<file path="src/rtl/joypad_serial_reader.sv">
`default_nettype none
// ============================================================================
//  Module   : joypad_serial_reader
//  Purpose  : Polls a SNES-style serial pad on a fixed cadence. Drives the
//             latch and shift-clock lines, shifts in the 16-bit report and
//             publishes an active-high parallel button word, per-button press
//             ticks and a one-cycle update strobe.
//  Ports    : clock               - system clock (only clock in the block)
//             reset               - synchronous, active-high reset
//             padData             - serial data from pad, active low, async
//             padLatch            - latch strobe to pad (high loads pad)
//             padClock            - shift clock to pad, idles high
//             buttons[15:0]       - active-high button state
//             buttonsPressed_tick - one-cycle 0->1 edge flags per button
//             sampleValid         - one-cycle strobe when buttons updates
//  Params   : CLOCK_DIV     - cycles per padClock half period (>= 4)
//             LATCH_CYCLES  - cycles padLatch is held high
//             POLL_INTERVAL - cycles between poll starts
//                             (> LATCH_CYCLES + 32*CLOCK_DIV + 2)
//  Revision : 1.0 - initial release
// ============================================================================
module joypad_serial_reader #(
    parameter int CLOCK_DIV     = 300,
    parameter int LATCH_CYCLES  = 600,
    parameter int POLL_INTERVAL = 833333
) (
    input  logic        clock,
    input  logic        reset,
    input  logic        padData,
    output logic        padLatch,
    output logic        padClock,
    output logic [15:0] buttons,
    output logic [15:0] buttonsPressed_tick,
    output logic        sampleValid
);

    localparam int c_CNT_MAX = (LATCH_CYCLES > CLOCK_DIV) ? LATCH_CYCLES : CLOCK_DIV;
    localparam int c_CNT_W   = (c_CNT_MAX > 2) ? $clog2(c_CNT_MAX) : 1;
    localparam int c_TIMER_W = (POLL_INTERVAL > 2) ? $clog2(POLL_INTERVAL) : 1;

    localparam logic [c_CNT_W-1:0]   c_LATCH_LAST   = c_CNT_W'(LATCH_CYCLES - 1);
    localparam logic [c_CNT_W-1:0]   c_DIV_LAST     = c_CNT_W'(CLOCK_DIV - 1);
    localparam logic [c_TIMER_W-1:0] c_TIMER_RELOAD = c_TIMER_W'(POLL_INTERVAL - 1);
    localparam logic [3:0]           c_LAST_BIT     = 4'd15;

    typedef enum logic [2:0] {
        S_IDLE       = 3'd0,
        S_LATCH      = 3'd1,
        S_SHIFT_LOW  = 3'd2,
        S_SHIFT_HIGH = 3'd3,
        S_DONE       = 3'd4
    } state_t;

    state_t                 r_state;
    state_t                 w_nextState;
    logic [c_TIMER_W-1:0]   r_timer;
    logic [c_TIMER_W-1:0]   w_timerNext;
    logic [c_CNT_W-1:0]     r_cnt;
    logic [c_CNT_W-1:0]     w_cntNext;
    logic [3:0]             r_idx;
    logic [3:0]             w_idxNext;
    logic [15:0]            r_capture;
    logic [15:0]            w_captureNext;
    logic                   r_padSync1;
    logic                   r_padSync2;

    // ------------------------------------------------------------------------
    // Next-state and datapath control
    // ------------------------------------------------------------------------
    always_comb begin
        w_nextState   = r_state;
        w_cntNext     = r_cnt + 1'b1;
        w_idxNext     = r_idx;
        w_captureNext = r_capture;
        // Timer free-runs down to zero and parks there; an expiry while busy
        // is simply picked up once the FSM is back in IDLE.
        w_timerNext   = (r_timer == '0) ? r_timer : (r_timer - 1'b1);

        case (r_state)
            S_IDLE: begin
                w_cntNext = '0;
                if (r_timer == '0) begin
                    w_nextState = S_LATCH;
                    w_timerNext = c_TIMER_RELOAD;
                end
            end
            S_LATCH: begin
                if (r_cnt == c_LATCH_LAST) begin
                    w_nextState = S_SHIFT_LOW;
                    w_cntNext   = '0;
                    w_idxNext   = '0;
                end
            end
            S_SHIFT_LOW: begin
                // Sample at the end of the low phase: the pad changed its
                // output a full half period earlier, so the synchronizer
                // output has long settled.
                if (r_cnt == c_DIV_LAST) begin
                    w_captureNext[r_idx] = r_padSync2;
                    w_nextState          = S_SHIFT_HIGH;
                    w_cntNext            = '0;
                end
            end
            S_SHIFT_HIGH: begin
                if (r_cnt == c_DIV_LAST) begin
                    w_cntNext = '0;
                    if (r_idx == c_LAST_BIT) begin
                        w_nextState = S_DONE;
                    end else begin
                        w_idxNext   = r_idx + 4'd1;
                        w_nextState = S_SHIFT_LOW;
                    end
                end
            end
            S_DONE: begin
                w_nextState = S_IDLE;
                w_cntNext   = '0;
            end
            default: begin
                w_nextState = S_IDLE;
                w_cntNext   = '0;
            end
        endcase
    end

    // ------------------------------------------------------------------------
    // State, datapath and registered outputs
    // ------------------------------------------------------------------------
    always_ff @(posedge clock) begin
        if (reset) begin
            r_state             <= S_IDLE;
            r_timer             <= '0;
            r_cnt               <= '0;
            r_idx               <= '0;
            r_capture           <= '1;
            r_padSync1          <= 1'b1;
            r_padSync2          <= 1'b1;
            padLatch            <= 1'b0;
            padClock            <= 1'b1;
            buttons             <= '0;
            buttonsPressed_tick <= '0;
            sampleValid         <= 1'b0;
        end else begin
            r_padSync1 <= padData;
            r_padSync2 <= r_padSync1;
            r_state    <= w_nextState;
            r_timer    <= w_timerNext;
            r_cnt      <= w_cntNext;
            r_idx      <= w_idxNext;
            r_capture  <= w_captureNext;

            // Pad lines are registered from the next state so they line up
            // exactly with the state occupancy and cannot glitch.
            padLatch <= (w_nextState == S_LATCH);
            padClock <= (w_nextState != S_SHIFT_LOW);

            // The result registers load on entry to DONE so that the new
            // word, its edge flags and the strobe are all visible during
            // the DONE cycle. The capture is already complete here since the
            // last bit was taken at the end of the final low phase.
            if (w_nextState == S_DONE) begin
                buttons             <= ~r_capture;
                buttonsPressed_tick <= ~r_capture & ~buttons;
                sampleValid         <= 1'b1;
            end else begin
                buttonsPressed_tick <= '0;
                sampleValid         <= 1'b0;
            end
        end
    end

endmodule
`default_nettype wire

</file>
<file path="config.mk">
export PLATFORM = sky130hd
export DESIGN_NAME = joypad_serial_reader
export DESIGN_NICKNAME = d
export VERILOG_FILES = /design/src/rtl/joypad_serial_reader.sv
export SDC_FILE = /design/constraint.sdc
export NUM_CORES = 1
export LEC_CHECK = 0
export ABC_AREA = 1
export CAP_MARGIN = 5
export CORE_MARGIN = 4
export CORE_UTILIZATION = 53
export CTS_BUF_LIST = sky130_fd_sc_hd__clkbuf_2
export CTS_CLUSTER_SIZE = 30
export DETAILED_ROUTE_END_ITERATION = 7
export HOLD_SLACK_MARGIN = 0.12
export PLACE_DENSITY = 0.79
export SETUP_SLACK_MARGIN = 0.05
export SLEW_MARGIN = 20
export SYNTH_ARGS = -nofsm -noshare
export SYNTH_HDL_FRONTEND = slang
export SYNTH_SLANG_ARGS = --single-unit
export TNS_END_PERCENT = 1
</file>
<file path="constraint.sdc">
create_clock -name clock -period 1.7 [get_ports clock]
set_input_delay 0.34 -clock clock [delete_from_list [all_inputs] [get_ports clock]]
set_output_delay 0.34 -clock clock [all_outputs]
set_load 0.01 [all_outputs]
</file>
# After elaboration in Yosys (flattened, before gate mapping)
# Index checks and enable logic that the tools add are counted.
dict set report word_totals {
  reg_bits 90
  in_bits 3
  elab_cells 61
}
dict set report op_classes {
  addsub 3
  order_cmp 2
  n_eq_ne 12
  n_mux 20
  bitwise 4
  n_reduce_logical 8
}
# op n
set op_table {}
lappend op_table {{$mux 20} 3}
lappend op_table {{$not 16->16} 2}
lappend op_table {{$logic_not 20->1} 1}
lappend op_table {{$mux 10} 2}
lappend op_table {{$pmux 10 s2} 1}
lappend op_table {{$sub 20x1->20 const B} 1}
lappend op_table {{$and 16x16->16} 1}
lappend op_table {{$bwmux 16} 1}
lappend op_table {{$mux 3} 5}
lappend op_table {{$mux 4} 3}
lappend op_table {{$pmux 3 s4} 1}
lappend op_table {{$add 10x1->10 const B} 1}
lappend op_table {{$eq 10x10->1 const B} 1}
lappend op_table {{$eq 10x9->1 const B} 1}
lappend op_table {{$pmux 4 s2} 1}
lappend op_table {{$eq 3x1->1 const B} 2}
lappend op_table {{$eq 3x2->1 const B} 2}
lappend op_table {{$ne 2x2->1 const B} 3}
lappend op_table {{$lt 4x5->1 const B} 1}
lappend op_table {{$add 4x1->4 const B} 1}
lappend op_table {{$demux 1 s4} 1}
lappend op_table {{$eq 4x4->1 const B} 1}
lappend op_table {{$ge 4x1->1 const B} 1}
lappend op_table {{$reduce_and 4->1} 1}
lappend op_table {{other kinds (9)} 11}

# Longest topological paths before layout
dict set report logic_depth {
  ltp_word 7
  depth_mapped 10
  ltp_nobuf 10
}

# Worst setup path after synthesis
# Ideal clock, no wire load.
dict set report synth_timing {
  kind {register to register}
  from {register r_timer[0]}
  to {register r_timer[0]}
  setup_time_ns 0.122
  t_arrival_ns 1.422
  slack_ns 0.157
  stages_incl_launch_ff 9
  path_cell_list {dfxtp_1 > inv_1 > ha_1 > nand2_1 > nor2_1 > nand4_1 > ha_1 > o21ai_0 > a21oi_1}
}
dict set report synth_via {
  elab_chain_cells 4
  word_cells_on_any_way 5
  classes_between {add/sub (1); mux (3); reduce/logical (1)}
}
# element line
set synth_lines {}
lappend synth_lines {{start: declaration} 56} ;# logic [c_TIMER_W-1:0] r_timer;
lappend synth_lines {{start signal: assignment} 147} ;# r_timer <= w_timerNext;
lappend synth_lines {{$sub 20x1->20 / $logic_not 20->1 (equally long branches)} {77, 82}}
lappend synth_lines {{$mux 20} 77} ;# w_timerNext = (r_timer == '0) ? r_timer : (r_timer - 1'b1);
lappend synth_lines {{$mux 20} 82} ;# if (r_timer == '0) begin
lappend synth_lines {{$mux 20 *} 79} ;# case (r_state)
# Mark *: on every way between the ends. The rest lies on a longest branch, timed or not.
# A chain may end at the register's enable or synchronous reset.

# Final worst setup path
dict set report layout_timing {
  from {register r_cnt[1]}
  to {register padClock}
}
dict set report layout_via {
  elab_chain_cells 4
  word_cells_on_any_way 7
  classes_between {eq/ne (3); mux (4)}
}
# element line
set layout_lines {}
lappend layout_lines {{start: declaration} 58} ;# logic [c_CNT_W-1:0] r_cnt;
lappend layout_lines {{start signal: assignment} 148} ;# r_cnt <= w_cntNext;
lappend layout_lines {{$eq 10x9->1 / $eq 10x10->1 (equally long branches)} {98, 105, 88}}
lappend layout_lines {{$mux 3, on equally long branches} {105, 88, 98}}
lappend layout_lines {{$pmux 3 s4 *} 79}
lappend layout_lines {{$ne 3x2->1 *} 155} ;# padClock <= (w_nextState != S_SHIFT_LOW);
lappend layout_lines {{end signal: assignment} 155}
lappend layout_lines {{end: declaration} 31} ;# output logic padClock,
# Marked as above.

==> results.md <==
* Share of power burned in registers at 46.0%
* LEAKAGE at ~2.2 nW
* Ys Warns at 0
* Clock Latency Late Sink at 0.55 ns
* Final setup fails at 0
* First-pass GRT wire length at 14620 um
* Status: finished clean
* Final #Nets at 571
* # rows at 30
* Met2 Use GR at 34.96%
* CTS buffer count at 9
* Final min period at 1.580 ns
* Drt total wl at between 8000 and 9000 um
* Iter 0 DRT Violations at 99
* Worst slew pin tran at 0.5401 ns
* Via Count at 3445
* Clock power share at about 20%
* Net Sw Power at 1.990 mW
* Area grow syn2layout at 19.89%
* Diode count at 0
* CTS root buf: clkbuf_2
* Rel. slew slack at 63.94%
* Power per cell area at 1146 mW/mm^2
* Clock skew at 0.02445 ns
* Non-Filler Instances at 662
* Post-synthesis sequential area ratio at 46.57%
* Die H at about 93 um
* Wirelength per Cell at 12.57 um
* Synthesized area per cell at 7.676 sq um
* Gp weighted congestion at 0.9123
* Pin count of the biggest net entering global routing at 25
* Hold Crit Class: input port to register
* GRT overflow at 0
* CP Max Fanout at 7
* Core Area at 0.006944 sq mm
* Final period utilization at 92.91%
* P_int at 3.327 mW
* Syn_nets at 514
* CTS tree: done
* Routed Antenna Nets at 0
* R2R setup slack at 0.12 ns
* I/O pins at 38
* Clk sink count at 90
* Critical path arrival at 2.03 ns
* H-tree Lvls at 3
* M1 GR Usage at 25.01%
* Inst Count DP at 643
* Detailed-route DRC error count at 0
* DPL Wire Length at around 6000 um
* Sw Ratio at 37.42%
* FMAX at 633.1 MHz
* Critical path type: register to register
* Final core utilization at around two thirds
* Pre-antenna DRT Iters at 5
* Hold_buf cts at 0
* CTS clk-pin slew, worst paths at between 0.2 and 0.25 ns
* Commonest non-fill, non-tap cell in the layout: nand2_1
* Gr busiest metal: met2
* RSZ-0062 raised after global routing: true
* Critical Path RT at 2.15 ns
* Die W at approximately 93 um
* Final Power at 5.317 mW
* Crit start category: register
* Via density at approximately 5.2
* Synth cell types at 29
* Combinational share of power at 34.1%
* Vias in the first global route at between 3000 and 4000
* Initial cell density of the core at 55.71%
* Cell count after synthesis at around 500
* IO buf count at 37
* IR Drop Worst-Case VDD at 0.0008825 V
* Met3 usage at 4.505%
* Yosys reg bits at 90
* Final hold vios at 0
* Max Cap Viol at 0
* Layout cells sized above 1 at 17.14%
* Clock buffer depth at 2
* Final Slew Violations at 0
* Full die area at 0.008730 sq mm
* Commonest non-fill, non-tap cells in the layout: nand2_1, dfxtp_1, nor2_1, nand3_1, inv_1
* CP Capture Type: register
* Initial antenna violation count at 0
* Synth Cell Area at 0.003869 sq mm
* Global Route Usage Sum at 20.62%
-- timing repair --
action                                  CTS  global route
setup buffers                             1             2
pin swaps                                 0             3
endpoints found under the hold margin     0             0
resized for setup                        55            25
endpoints found under the setup margin   50            79
-- per-stage QoR --
stage / hold WS, ns / worst slack [ns] / area, sq um / setup TNS (ns)
2_1_floorplan: 0.3895 / 0.1567 / 3869 / 0
3_3_place_gp: 0.3922 / 0.05037 / 4463 / 0
3_5_place_dp: 0.4056 / -0.02149 / 4463 / -0.02149
4_1_cts: 0.3341 / -0.1173 / 4576 / -0.1173
5_1_grt: 0.2904 / -0.05580 / 4638 / -0.1436
6_report: 0.3530 / 0.1205 / 4638 / 0
-- sequential cells by signal, indices dropped and copies added, names as in the netlist --
name                 cells
r_cnt                   10
padClock                 1
r_capture               16
buttons                 16
buttonsPressed_tick     16
r_idx                    4
r_state                  3
r_padSync2               1
r_padSync1               1
sampleValid              1
padLatch                 1
r_timer                 20
-- worst max-delay path: stages, from the launching register on --
cell and delay, ns:
dfxtp_2 0.39, ha_1 0.16, nand2_1 0.07, nor2_2 0.12
nand3_2 0.14, nand2_1 0.23, nand3_1 0.11, nor2_1 0.19
nand2_1 0.07
-- cell type report --
cell class / instances / area, sq um
clock inverter: 6 / 66.31
fill: 601 / 2306
sequential: 90 / 1826
multi-input combinational: 343 / 1826
clock buffer: 10 / 50.05
timing repair buffer: 58 / 525.5
inverter: 59 / 225.2
tap: 96 / 120.1
-- cell families (layout without fill, tap and decap cells) --
kind of cell | count (synthesis) | count (layout) | share of synthesized area (%)
buffers and inverters | 71 | 133 | 7.535
AND/OR/NAND/NOR | 268 | 268 | 32.76
adder cells (fa/ha/maj) | 7 | 7 | 2.264
AO/OA/AOI/OAI | 48 | 48 | 6.339
XOR/XNOR | 20 | 20 | 4.528
flip-flops | 90 | 90 | 46.57
-- synthesized netlist by cell type --
| library cell | n | area, sq um |
|---|---|---|
| a211oi_1 | 2 | 15.01 |
| a21oi_1 | 8 | 40.04 |
| buf_2 | 1 | 5.000 |
| buf_6 | 3 | 33.78 |
| clkbuf_1 | 8 | 30.03 |
| clkinv_1 | 1 | 3.750 |
| clkinv_2 | 1 | 5.000 |
| dfxtp_1 | 90 | 1802 |
| ha_1 | 7 | 87.58 |
| inv_1 | 53 | 198.9 |
| inv_2 | 4 | 15.01 |
| nand2_1 | 84 | 315.3 |
| nand2_2 | 2 | 12.51 |
| nand3_1 | 64 | 320.3 |
| nand3_2 | 2 | 20.02 |
| nand3_4 | 1 | 17.52 |
| nand3b_1 | 2 | 15.01 |
| nand4_1 | 12 | 75.07 |
| nand4_4 | 1 | 21.27 |
| nor2_1 | 77 | 289.0 |
| nor2_2 | 1 | 6.260 |
| nor2_4 | 2 | 22.52 |
| nor3_1 | 8 | 40.04 |
| nor3_2 | 10 | 100.1 |
| o21ai_0 | 35 | 175.2 |
| o21ai_1 | 3 | 15.01 |
| or2_2 | 2 | 12.51 |
| xnor2_1 | 10 | 87.58 |
| xor2_1 | 10 | 87.58 |
-- path summary, 6_finish.rpt --
| kind | to | from | cells after the start |
|---|---|---|---|
| worst max-delay path | padClock$_SDFF_PP1_ | r_cnt[1]$_SDFF_PP0_ | 8 |
| worst min register to register | buttonsPressed_tick[0]$_SDFF_PP0_ | buttons[0]$_SDFFE_PP0N_ | 1 |
| worst min-delay path | r_padSync1$_SDFF_PP1_ | padData | 2 |
| worst max register to register | padClock$_SDFF_PP1_ | r_cnt[1]$_SDFF_PP0_ | 8 |
-- power by group through the flow --
stage | combinational (mW) | sequential (mW) | clock [mW]
after global placement | 1.66 | 2.47 | 0
after floorplan | 1.30 | 2.45 | 0
final | 1.81 | 2.44 | 1.06
after global routing | 2.07 | 2.47 | 1.19
after detailed placement | 1.71 | 2.47 | 0
after CTS | 1.73 | 2.43 | 1.08
-- routing by layer --
layer,vias up,wire length (um)
met1,1584,3611
met4,0,212
met2,99,4088
li1,1745,-
met5,-,0
met3,17,407
(Power assumes the default switching activity.)
